--- src/rtl/dispense_order_dispatcher.sv ---
// Dispense order dispatcher: queues {slot, count} orders and issues them one
// at a time to the per-slot dispense controllers, so at most one servo runs.
module dispense_order_dispatcher #(
  parameter int NUM_SLOTS    = 4,
  parameter int FIFO_DEPTH   = 4,
  parameter int BUSY_TIMEOUT = 16
) (
  input  logic                 clk,
  input  logic                 rst_n,
  input  logic                 order_valid,
  output logic                 order_ready,
  input  logic [2:0]           order_slot,
  input  logic [2:0]           order_count,
  output logic [NUM_SLOTS-1:0] start_dispense,
  output logic [2:0]           dispense_count,
  input  logic [NUM_SLOTS-1:0] slot_busy,
  output logic [4:0]           queue_level,
  output logic                 dispatch_active,
  output logic                 order_done,
  output logic                 order_reject
);

  localparam int PTR_W = $clog2(FIFO_DEPTH);
  localparam int TMR_W = $clog2(BUSY_TIMEOUT + 1);
  localparam logic [4:0]       DEPTH_L  = 5'(FIFO_DEPTH);
  localparam logic [TMR_W-1:0] TMO_LAST = TMR_W'(BUSY_TIMEOUT - 1);

  typedef enum logic [1:0] {
    ST_IDLE      = 2'd0,
    ST_ISSUE     = 2'd1,
    ST_WAIT_BUSY = 2'd2,
    ST_WAIT_DONE = 2'd3
  } state_t;

  // Pick one slot's flag out of a slot vector; out-of-range index reads 0.
  function automatic logic slot_bit(input logic [NUM_SLOTS-1:0] vec, input logic [2:0] idx);
    logic bit_s;
    bit_s = 1'b0;
    for (int i = 0; i < NUM_SLOTS; i++) begin
      if (idx == 3'(i)) bit_s = vec[i];
    end
    return bit_s;
  endfunction

  // One-hot select for a slot index; out-of-range index yields all zeros.
  function automatic logic [NUM_SLOTS-1:0] slot_onehot(input logic [2:0] idx);
    logic [NUM_SLOTS-1:0] oh_s;
    oh_s = '0;
    for (int i = 0; i < NUM_SLOTS; i++) begin
      if (idx == 3'(i)) oh_s[i] = 1'b1;
    end
    return oh_s;
  endfunction

  state_t               state_r, state_s;
  logic [2:0]           fifo_slot_r [FIFO_DEPTH];
  logic [2:0]           fifo_cnt_r  [FIFO_DEPTH];
  logic [PTR_W-1:0]     wr_ptr_r, rd_ptr_r;
  logic [4:0]           level_r, level_s;
  logic                 ready_r, ready_s;
  logic [2:0]           cur_slot_r, cur_count_r;
  logic [TMR_W-1:0]     timer_r, timer_s;
  logic [NUM_SLOTS-1:0] start_r, start_s;
  logic [2:0]           dcount_r, dcount_s;
  logic                 active_r, active_s;
  logic                 done_r, done_s;
  logic                 reject_r, reject_s;
  logic                 push_s, pop_s, latch_s;
  logic [2:0]           head_slot_s, head_cnt_s;
  logic                 head_bad_s, head_busy_s, cur_busy_s;

  assign push_s      = order_valid && ready_r;
  assign head_slot_s = fifo_slot_r[rd_ptr_r];
  assign head_cnt_s  = fifo_cnt_r[rd_ptr_r];
  // Widen the slot index so NUM_SLOTS = 8 still compares correctly.
  assign head_bad_s  = ({1'b0, head_slot_s} >= 4'(NUM_SLOTS)) || (head_cnt_s == 3'd0);
  assign head_busy_s = slot_bit(slot_busy, head_slot_s);
  assign cur_busy_s  = slot_bit(slot_busy, cur_slot_r);

  assign order_ready     = ready_r;
  assign queue_level     = level_r;
  assign start_dispense  = start_r;
  assign dispense_count  = dcount_r;
  assign dispatch_active = active_r;
  assign order_done      = done_r;
  assign order_reject    = reject_r;

  // Dispatch FSM: head inspection, issue, wait for busy to rise, wait for busy to fall.
  always_comb begin
    state_s  = state_r;
    timer_s  = timer_r;
    pop_s    = 1'b0;
    latch_s  = 1'b0;
    reject_s = 1'b0;
    done_s   = 1'b0;
    case (state_r)
      ST_IDLE: begin
        if (level_r != 5'd0) begin
          if (head_bad_s) begin
            pop_s    = 1'b1;
            reject_s = 1'b1;
          end else if (!head_busy_s) begin
            pop_s   = 1'b1;
            latch_s = 1'b1;
            state_s = ST_ISSUE;
          end else begin
            // Target slot still busy: keep the order at the head.
            pop_s = 1'b0;
          end
        end else begin
          pop_s = 1'b0;
        end
      end
      ST_ISSUE: begin
        timer_s = '0;
        state_s = ST_WAIT_BUSY;
      end
      ST_WAIT_BUSY: begin
        if (cur_busy_s) begin
          state_s = ST_WAIT_DONE;
        end else if (timer_r == TMO_LAST) begin
          // Controller never acknowledged the start: drop the order, no retry.
          reject_s = 1'b1;
          state_s  = ST_IDLE;
        end else begin
          timer_s = timer_r + TMR_W'(1);
        end
      end
      ST_WAIT_DONE: begin
        if (!cur_busy_s) begin
          done_s  = 1'b1;
          state_s = ST_IDLE;
        end else begin
          state_s = ST_WAIT_DONE;
        end
      end
      default: begin
        state_s = ST_IDLE;
      end
    endcase
  end

  // Next values for queue occupancy and the registered outputs.
  always_comb begin
    level_s  = level_r;
    start_s  = '0;
    dcount_s = dcount_r;
    case ({push_s, pop_s})
      2'b10:   level_s = level_r + 5'd1;
      2'b01:   level_s = level_r - 5'd1;
      default: level_s = level_r;
    endcase
    // Ready comes from the post-update level, so a full queue never passes through.
    ready_s  = (level_s != DEPTH_L);
    active_s = (state_s != ST_IDLE);
    if (state_r == ST_ISSUE) begin
      start_s  = slot_onehot(cur_slot_r);
      dcount_s = cur_count_r;
    end else begin
      start_s  = '0;
      dcount_s = dcount_r;
    end
  end

  // Order storage: write the accepted order at the write pointer.
  always_ff @(posedge clk or negedge rst_n) begin
    if (!rst_n) begin
      for (int i = 0; i < FIFO_DEPTH; i++) begin
        fifo_slot_r[i] <= 3'd0;
        fifo_cnt_r[i]  <= 3'd0;
      end
    end else if (push_s) begin
      fifo_slot_r[wr_ptr_r] <= order_slot;
      fifo_cnt_r[wr_ptr_r]  <= order_count;
    end
  end

  // Queue pointers (wrap naturally at FIFO_DEPTH) and occupancy.
  always_ff @(posedge clk or negedge rst_n) begin
    if (!rst_n) begin
      wr_ptr_r <= '0;
      rd_ptr_r <= '0;
      level_r  <= 5'd0;
      ready_r  <= 1'b0;
    end else begin
      if (push_s) wr_ptr_r <= wr_ptr_r + PTR_W'(1);
      if (pop_s)  rd_ptr_r <= rd_ptr_r + PTR_W'(1);
      level_r <= level_s;
      ready_r <= ready_s;
    end
  end

  // FSM state, start timer and the latched active order.
  always_ff @(posedge clk or negedge rst_n) begin
    if (!rst_n) begin
      state_r     <= ST_IDLE;
      timer_r     <= '0;
      cur_slot_r  <= 3'd0;
      cur_count_r <= 3'd0;
    end else begin
      state_r <= state_s;
      timer_r <= timer_s;
      if (latch_s) begin
        cur_slot_r  <= head_slot_s;
        cur_count_r <= head_cnt_s;
      end
    end
  end

  // Registered outputs toward the controllers and the front-end.
  always_ff @(posedge clk or negedge rst_n) begin
    if (!rst_n) begin
      start_r  <= '0;
      dcount_r <= 3'd0;
      active_r <= 1'b0;
      done_r   <= 1'b0;
      reject_r <= 1'b0;
    end else begin
      start_r  <= start_s;
      dcount_r <= dcount_s;
      active_r <= active_s;
      done_r   <= done_s;
      reject_r <= reject_s;
    end
  end

endmodule

--- config.mk ---
export PLATFORM = sky130hd
export DESIGN_NAME = dispense_order_dispatcher
export DESIGN_NICKNAME = d
export VERILOG_FILES = /design/src/rtl/dispense_order_dispatcher.sv
export SDC_FILE = /design/constraint.sdc
export NUM_CORES = 1
export LEC_CHECK = 0
export BUFFER_PORTS_ARGS = -buffer_cell sky130_fd_sc_hd__buf_2
export CAP_MARGIN = 10
export CORE_MARGIN = 8
export CORE_UTILIZATION = 54
export CTS_BUF_LIST = sky130_fd_sc_hd__clkbuf_8
export DETAILED_ROUTE_END_ITERATION = 10
export GPL_TIMING_DRIVEN = 1
export PLACE_DENSITY = 0.83
export RECOVER_POWER = 100
export SETUP_SLACK_MARGIN = 0.1
export SLEW_MARGIN = 25
export SYNTH_ARGS = -nofsm -noshare
export SYNTH_HDL_FRONTEND = slang
export SYNTH_SLANG_ARGS = --single-unit
--- constraint.sdc ---
create_clock -name clk -period 3.2 [get_ports clk]
set_clock_uncertainty 0.05 [all_clocks]
set_input_delay 0.16 -clock clk [delete_from_list [all_inputs] [get_ports clk]]
set_output_delay 0.16 -clock clk [all_outputs]
set_load 0.02 [all_outputs]
# Yosys cells after proc, flatten, opt, wreduce, memory -nomap -nowiden

Cells that the tools add are included.

Output and inout port bits: 16
Input port bits: 13
Logic and storage cells: 106
Flip-flop bits (word level): 57

Bitwise logic cells: 2
Add/subtract/negate cells: 5
Reduce and logical (&&, ||, !) cells: 11
Muxes and demuxes: 48
Equal/unequal tests: 15
Order comparisons: 4

Operators with widths:

| operator                                             | number |
|---|---|
| 2-to-1 mux 1 bit                                     | 25 |
| bitwise mux 12 bit                                   | 2 |
| one-hot mux 5 bit (2 select lines)                   | 2 |
| 2-to-1 mux 3 bit                                     | 5 |
| binary-select mux 3 bit (select 2 bit)               | 2 |
| equality test 3 x 2 -> 1 bit (second input constant) | 4 |
| 2-to-1 mux 2 bit                                     | 6 |
| adder 5 x 1 -> 5 bit (second input constant)         | 2 |
| 2-to-1 mux 5 bit                                     | 2 |
| >= comparator 3 bit (second input constant)          | 3 |
| logical NOT 3 bit                                    | 3 |
| one-hot mux 2 bit (4 select lines)                   | 1 |
| demux 3 bit (select 2 bit)                           | 1 |
| equality test 2 bit (second input constant)          | 3 |
| equality test 3 x 1 -> 1 bit (second input constant) | 2 |
| inverter 2 -> 3 bit                                  | 2 |
| equality test 5 x 4 -> 1 bit (second input constant) | 1 |
| != test 5 x 3 -> 1 bit (second input constant)       | 1 |
| nonzero test 5 bit                                   | 1 |
| subtractor 5 x 1 -> 5 bit (second input constant)    | 1 |
| adder 2 x 1 -> 2 bit (second input constant)         | 2 |
| equality test 2 x 1 -> 1 bit (second input constant) | 2 |
| 2-to-1 mux 4 bit                                     | 1 |
| != test 2 bit (second input constant)                | 2 |
| other kinds (7)                                      | 9 |

# Depth between registers and ports, before layout

Gate-level depths: netlist of run 1.

Depth after elaboration: 16
Gate-level depth with buffers: 13

# Worst setup path before layout of run 1

No wires, ideal clock.

Path kind: flip-flop to flip-flop
Start point: register rd_ptr_r[0]
End point: register ready_r (netlist: order_ready)
Clock period less this slack: 3.328 ns
Path slack: -0.128 ns
Setup time: 0.072 ns
Cell stages (with the launch flop): 14
Buffers on the path: 1
Required time: 3.078 ns
Arrival: 3.205 ns
Cells stage by stage: dfrtp_1 -> buf_6 -> mux4_1 -> nor3_1 -> o21ai_0 -> nand2_1 -> ha_1 -> inv_1 -> fa_1 -> nor2b_1 -> o21ai_0 -> and3_1 -> or4_1 -> nand4b_1

Word-level cells in the longest chain between the ends: 16
Elaborated cells between the ends (all ways): 26

Ends and longest elaborated chain:

| what                                                                | line   | text |
|---|---|---|
| from (decl)                                                         | 58     | `logic [PTR_W-1:0] wr_ptr_r, rd_ptr_r;` |
| from (signal assigned)                                              | 187    | `if (pop_s) rd_ptr_r <= rd_ptr_r + PTR_W'(1);` |
| inverter 2 -> 3 bit (implied by the code) *                         | 73, 74 |  |
| binary-select mux 3 bit (select 2 bit)                              | 73     | `assign head_slot_s = fifo_slot_r[rd_ptr_r];` |
| 2-to-1 mux 3 bit (implied by the code) (2 in series)                | 73     |  |
| logical NOT 3 bit                                                   | 40     | `if (idx == 3'(i)) bit_s = vec[i];` |
| 2-to-1 mux 1 bit (4 in series)                                      | 40     |  |
| 2-to-1 mux 1 bit                                                    | 102    | `end else if (!head_busy_s) begin` |
| 2-to-1 mux 1 bit *                                                  | 99     | `if (head_bad_s) begin` |
| 2-to-1 mux 1 bit *                                                  | 98     | `if (level_r != 5'd0) begin` |
| 2-to-1 mux 1 bit *                                                  | 96     | `case (state_r)` |
| named net pop_s                                                     | 68     | `logic push_s, pop_s, latch_s;` |
| equality test 2 x 1 -> 1 bit or equality test 2 bit (tied branches) | 148    | `case ({push_s, pop_s})` |
| one-hot mux 5 bit (2 select lines) *                                | 148    |  |
| != test 5 x 3 -> 1 bit *                                            | 154    | `ready_s = (level_s != DEPTH_L);` |
| named net ready_s                                                   | 60     | `logic ready_r, ready_s;` |
| to (signal assigned)                                                | 189    | `ready_r <= ready_s;` |
| to (decl)                                                           | 60     |  |

The timed path passes the listed nets; every way through them passes the cells marked *. The select of a mux whose other input is x is not followed.
A chain may end at the register's enable or synchronous reset.

# Worst setup path in the final report of run 1

Ends and elaborated chain as after synthesis.

==> reports/metrics.cfg, run 1 <==
[floorplanning]
rows = 25
die_h_um = 86.5
initial_core_util = 0.564
io_pins = 29
die_w_um = 86.5
die_area_sq_um = 7480
core_sq_um = 4750

[timing]
grt_setup_unrepaired = yes
finalSetupViolCount = 0
period_needed_ps = 3140
slew_headroom = -0.318
slew_viol_final = 38
tightest_slew_ps = 1980
fin_crit_sh = 0.983
holdWs_ps = 54.7
final-hold-violation-count = 0
clock.fmax_mhz = 318
tns_ps = 0

[global_routing]
antenna_found_initial = 0
grt_first_pass_wirelength_um = 8730
grt_usage = 0.151
grt_pass1_vias = 1808
grt_max_degree = 38
gr-total-overflow = 0

[routing]
wire_per_inst_um = 16.1
dr.pass1.iters = 4
drt-initial-drc-count = 92
drt_drc_violations_left = 0
ant_nets = 0
vias = 1771
viasPerCell = 5.47
routed_wl_um = 5210

[flow_run]
maxCapViolCount = 1

[logic_synthesis]
synth.top_cell.area_share = 0.532
async_flop_share = 1.00
synth-edff-count = 0
yosysSeqAreaShare = 0.532
syn_inst = 204
syn_area_sq_um = 2680
synth_cell_types = 37
yosys-top-cells-area = dfrtp_1 (53%), mux2_2 (14%), mux4_1 (4.9%)
synthFlopType = dfrtp_1
syn_area_per_cell_sq_um = 13.1
yosys_warnings = 0
ys_ff_latch = 57
yosysTopAreaCell = dfrtp_1
syn_nets = 228

[clock_tree]
clk_pin_slew_ps = 60
clk_latency_ps = 330
cts.htree.levels = 3
cts.sinks = 57
root_buffer = clkbuf_8
max-clock-path-buffers = 2
numCtsBuffers = 9
cts_tree = built

[run_status]
violations = capacitance limit, slew limit
status = complete, but fails checks

[worst_setup_path]
r2r-start = rd_ptr_r[0]
cp_cell_sequence = buf_12, mux4_2, nor3_4, o21ai_2, nand2_2, ha_4, inv_2, fa_2, nor2b_2, o21ai_2, and3_1, or4_4, nand4b_1
cpMaxStageDelayCell = mux4_2
reg2reg_to = order_ready
crit_type = reg -> reg
crit_fanout = 6
worst_setup_path_end_kind = flop
crit_top_cell = o21ai_2
worstPathArrival_ps = 3360
cp-start-kind = flop
reg2reg_slack_ps = 60
worstPathRequired_ps = 3420
r2r_cells = 13
slowest_delay_ps = 540

[hold_path]
hold_depth = 2
min_from = order_count[2]
hold_path_end = fifo_cnt_r[5]
worstHoldPathType = in -> reg

[pwr]
combPwrFrac = 0.491
share_seq_of_total_power = 0.334
clockPowerShare = 0.175
intPower_mw = 2.57
powerDensity_nw_per_um2 = 1230
peakVddDrop_v = 0.000534
total_power_mw = 4.05
power.leakage_nw = 1.46
p_sw_frac = 0.366
p_sw_mw = 1.49

[final_layout]
fin_util = 0.692
diodes = 0
nets = 277
finalInstanceArea_sq_um = 3290
drive_above_1_share = 0.385
area_growth_pct = 22.6

[placed_design]
port_buffers = 28
hpwl_um = 3600
routabilityCongestion = 0.794
placed_area_sq_um = 2980

-- layout by cell type, fill, tap and decap left out, types with 6 or more instances in the layout --
cell / instances
ha_1: 6
buf_2: 11
inv_1: 9
nand2_1: 11
clkbuf_8: 13
dfrtp_1: 56
nor2_1: 8
buf_4: 13
clkbuf_1: 17
nand3_1: 8
o21ai_0: 8
mux2_2: 33
mux4_2: 6
-- worst max path at each step --
stage                start     endpoint  slack (ps)  cells after the start
5_1_grt        rd_ptr_r[0]  order_ready        -110                     13
2_1_floorplan  rd_ptr_r[0]  order_ready         110                     12
4_1_cts        rd_ptr_r[0]  order_ready          20                     12
3_5_place_dp   rd_ptr_r[0]  order_ready        -150                     12
6_report       rd_ptr_r[0]  order_ready          60                     13
3_3_place_gp   rd_ptr_r[0]  order_ready          20                     12
-- power groups by stage --
| stage | clock network, mW | registers, mW | logic (mW) |
|---|---|---|---|
| finish | 0.708 | 1.35 | 1.99 |
| global route | 0.754 | 1.40 | 2.18 |
| CTS | 0.719 | 1.34 | 1.88 |
| detailed placement | 0 | 1.36 | 1.75 |
| global placement | 0 | 1.35 | 1.67 |
| floorplan | 0 | 1.33 | 1.24 |
-- synth_stat cells (2+ instances only) --
cell and count:
nor2_1 8, o21ai_0 11, nor4_1 2, nor3_1 2, a21boi_0 3, nand2_1 12
nand3_1 8, xnor2_1 2, a21o_1 2, and3_1 3, inv_1 10, ha_1 10
nand2b_1 2, mux4_1 5, or3_1 2, clkbuf_1 5, mux2_2 33, mux2i_1 2
xor2_1 4, mux4_2 2, a21oi_1 3, a211o_1 2, dfrtp_1 57
-- through the flow --
stage	worst slack, ps	cells
after floorplan	111	204
after detailed placement	-146	305
after global placement	20.4	305
final	55.1	324
after CTS	24.5	324
after global routing	-113	324
-- cell type report --
cell class / count / area [sq um]
Fill cell: 347 / 1470
Sequential cell: 57 / 1430
Multi-Input combinational cell: 131 / 1270
Timing Repair Buffer: 44 / 251
Clock buffer: 13 / 179
Tap cell: 67 / 83.8
Inverter: 10 / 37.5
Clock inverter: 2 / 35.0
-- state kept, by name, indices dropped and copies added, names as in the netlist, 3 cells and up --
register        cells
cur_count_r         3
cur_slot_r          3
dispense_count      3
fifo_cnt_r         12
fifo_slot_r        12
queue_level         5
start_dispense      4
timer_r             5
-- routing by layer --
| layer | up-vias | track usage | share of wire |
|---|---|---|---|
| li1 | 834 | - | - |
| met1 | 893 | 0.187 | 0.45 |
| met2 | 32 | 0.234 | 0.49 |
| met3 | 12 | 0.0425 | 0.042 |
| met4 | 0 | 0.0798 | 0.020 |
| met5 | - | 0 | 0 |
-- kinds of logic (layout without fill, tap and decap cells) --
family          after synthesis  count (layout)  share of synthesized area
mux                          42              42                      0.212
xor+xnor                      6               6                     0.0196
simple gates                 46              46                     0.0905
buf+inv                      16              69                     0.0252
compound gates               26              26                     0.0667
fa+ha+maj                    11              11                     0.0541
flops                        57              57                      0.532
-- worst max-delay path, delay by kind of cell, from the launching register on --
family | cells | cell delay [ps]
buf+inv | 2 | 170
compound gates | 2 | 180
flops | 1 | 410
fa+ha+maj | 2 | 500
simple gates | 6 | 1210
mux | 1 | 540
-- timing repair --
action                     CTS  global route
pin swaps                    4             8
setup endpoints to repair    3             3
setup buffers                3             0
gates resized for setup      6            11
hold buffers                 1             0
hold endpoints to repair    36             0
(Power assumes the default switching activity.)
==> inputs of run 2 (changes only) <==
==> constraint.sdc (replaced) <==
create_clock -name clk -period 3.2 [get_ports clk]
set_clock_uncertainty 0.05 [all_clocks]
set_input_delay 0 -clock clk [delete_from_list [all_inputs] [get_ports clk]]
set_output_delay 0 -clock clk [all_outputs]
set_load 0.02 [all_outputs]
==> reports/metrics.cfg, run 2 (synthesis gave the netlist of run 1 again) <==
[clock_tree]
cts.htree.levels = 3
clk_pin_slew_ps = 60
root_buffer = clkbuf_8
numCtsBuffers = 9
clk_latency_ps = 340
cts_tree = built
cts.sinks = 57
max-clock-path-buffers = 2

[pwr]
share_seq_of_total_power = 0.335
intPower_mw = 2.56
peakVddDrop_v = 0.000619
clockPowerShare = 0.178
combPwrFrac = 0.487
powerDensity_nw_per_um2 = 1210
p_sw_frac = 0.367
p_sw_mw = 1.48
power.leakage_nw = 1.51

[final_layout]
final_common_cell = dfrtp_1
area_growth_pct = 24.1
diodes = 0
nets = 286
drive_above_1_share = 0.367
reg_top3 = fifo_cnt_r (12), fifo_slot_r (12)
fillers = 347
final_cell_mix = dfrtp_1 (56), mux2_2 (33), buf_4 (17), clkbuf_1 (15), buf_2 (13)

[floorplanning]
die_h_um = 86.5
die_area_sq_um = 7480
core_sq_um = 4750
io_pins = 29
initial_core_util = 0.564
die_w_um = 86.5
rows = 25

[timing]
slew_viol_final = 35
finalSetupViolCount = 0
tightest_slew_ps = 1830
holdWs_ps = 48.3
slew_headroom = -0.217
final-hold-violation-count = 0
clock.fmax_mhz = 318
setup_slack_ps = 58.6
fin_crit_sh = 0.982
grt_setup_unrepaired = yes
period_needed_ps = 3140

[worst_setup_path]
worstPathRequired_ps = 3360
worst_setup_path_end_kind = flop
cp-start-kind = flop
reg2reg_slack_ps = 60
crit_fanout = 4
worstPathArrival_ps = 3300
crit_type = reg -> reg

[routing]
drt_drc_violations_left = 0
wire_per_inst_um = 15.7
routed_wl_um = 5240
vias = 1811
drt-initial-drc-count = 77
ant_nets = 0
dr.pass1.iters = 4
viasPerCell = 5.42

[global_routing]
antenna_found_initial = 0
gr-total-overflow = 0
grt_usage = 0.155
grt_max_degree = 35
grt_first_pass_wirelength_um = 9010
grt_pass1_vias = 1876

[placed_design]
port_buffers = 28
pre_cts_slack_ps = -85.0
routabilityCongestion = 0.811
hpwl_um = 3580

[run_status]
violations = capacitance limit, slew limit
status = complete, but fails checks

[hold_path]
worstHoldPathType = in -> reg

[flow_run]
maxCapViolCount = 1

-- run 2: per-layer routing --
metal	GRT usage	share of wire	wire length (um)
met1	0.186	0.44	2330
met3	0.0595	0.057	298
met5	0	0	0
met2	0.242	0.48	2540
met4	0.0689	0.016	82
-- run 2: final cells by class --
| type | instances | area (sq um) | share of cell area |
|---|---|---|---|
| flip-flops and latches | 57 | 1430 | 0.429 |
| multi-input cells | 131 | 1230 | 0.369 |
| repair buffers | 53 | 339 | 0.102 |
| clock buffers | 9 | 124 | 0.0372 |
| clock inverters | 7 | 86.3 | 0.0259 |
| well taps | 67 | 83.8 | 0.0252 |
| inverters | 10 | 40.0 | 0.0120 |
-- run 2: timing repair --
item                                   in CTS  in global routing
hold buffers                                7                  0
pin swaps                                   5                  4
gates resized for setup                     6                  6
buffers inserted                            3                  3
setup endpoints to repair                   2                  2
endpoints found under the hold margin      57                  0
-- run 2: worst paths after layout --
kind                               startpoint                 to  depth (start not counted)
worst min register to register  cur_slot_r[2]  start_dispense[2]                          1
worst max-delay path              rd_ptr_r[0]        order_ready                         13
worst min-delay path              order_valid        wr_ptr_r[0]                          3
min in group asynchronous               rst_n  start_dispense[2]                          2
worst max register to register    rd_ptr_r[0]        order_ready                         13
max in group asynchronous               rst_n        rd_ptr_r[0]                          2
-- run 2: stage by stage --
step                TNS (ps)  total power [mW]   util  std cells  area, sq um
floorplan                  0              2.56      -        204         2690
global placement           0              3.02  0.626        305         2980
detailed placement      -122              3.09  0.626        305         2980
CTS                        0              3.94  0.696        331         3310
global route            -116              4.32  0.700        334         3330
finish                     0              4.04  0.700        334         3330
-- run 2: power groups by stage --
stage | Sequential (mW) | Combinational, mW | Clock (mW)
global placement | 1.35 | 1.68 | 0
global route | 1.40 | 2.16 | 0.767
floorplan | 1.33 | 1.24 | 0
finish | 1.35 | 1.96 | 0.719
detailed placement | 1.36 | 1.73 | 0
CTS | 1.34 | 1.87 | 0.726
-- run 2: worst max-delay path, stage by stage (launching register included) --
cell	delay [ps]
dfrtp_2	430
mux4_2	570
buf_4	160
o311a_1	100
a22oi_2	170
nand2_2	110
ha_4	190
buf_4	140
ha_1	270
a21o_1	190
a21oi_1	180
xor2_1	160
o21ai_0	110
nand4b_1	180
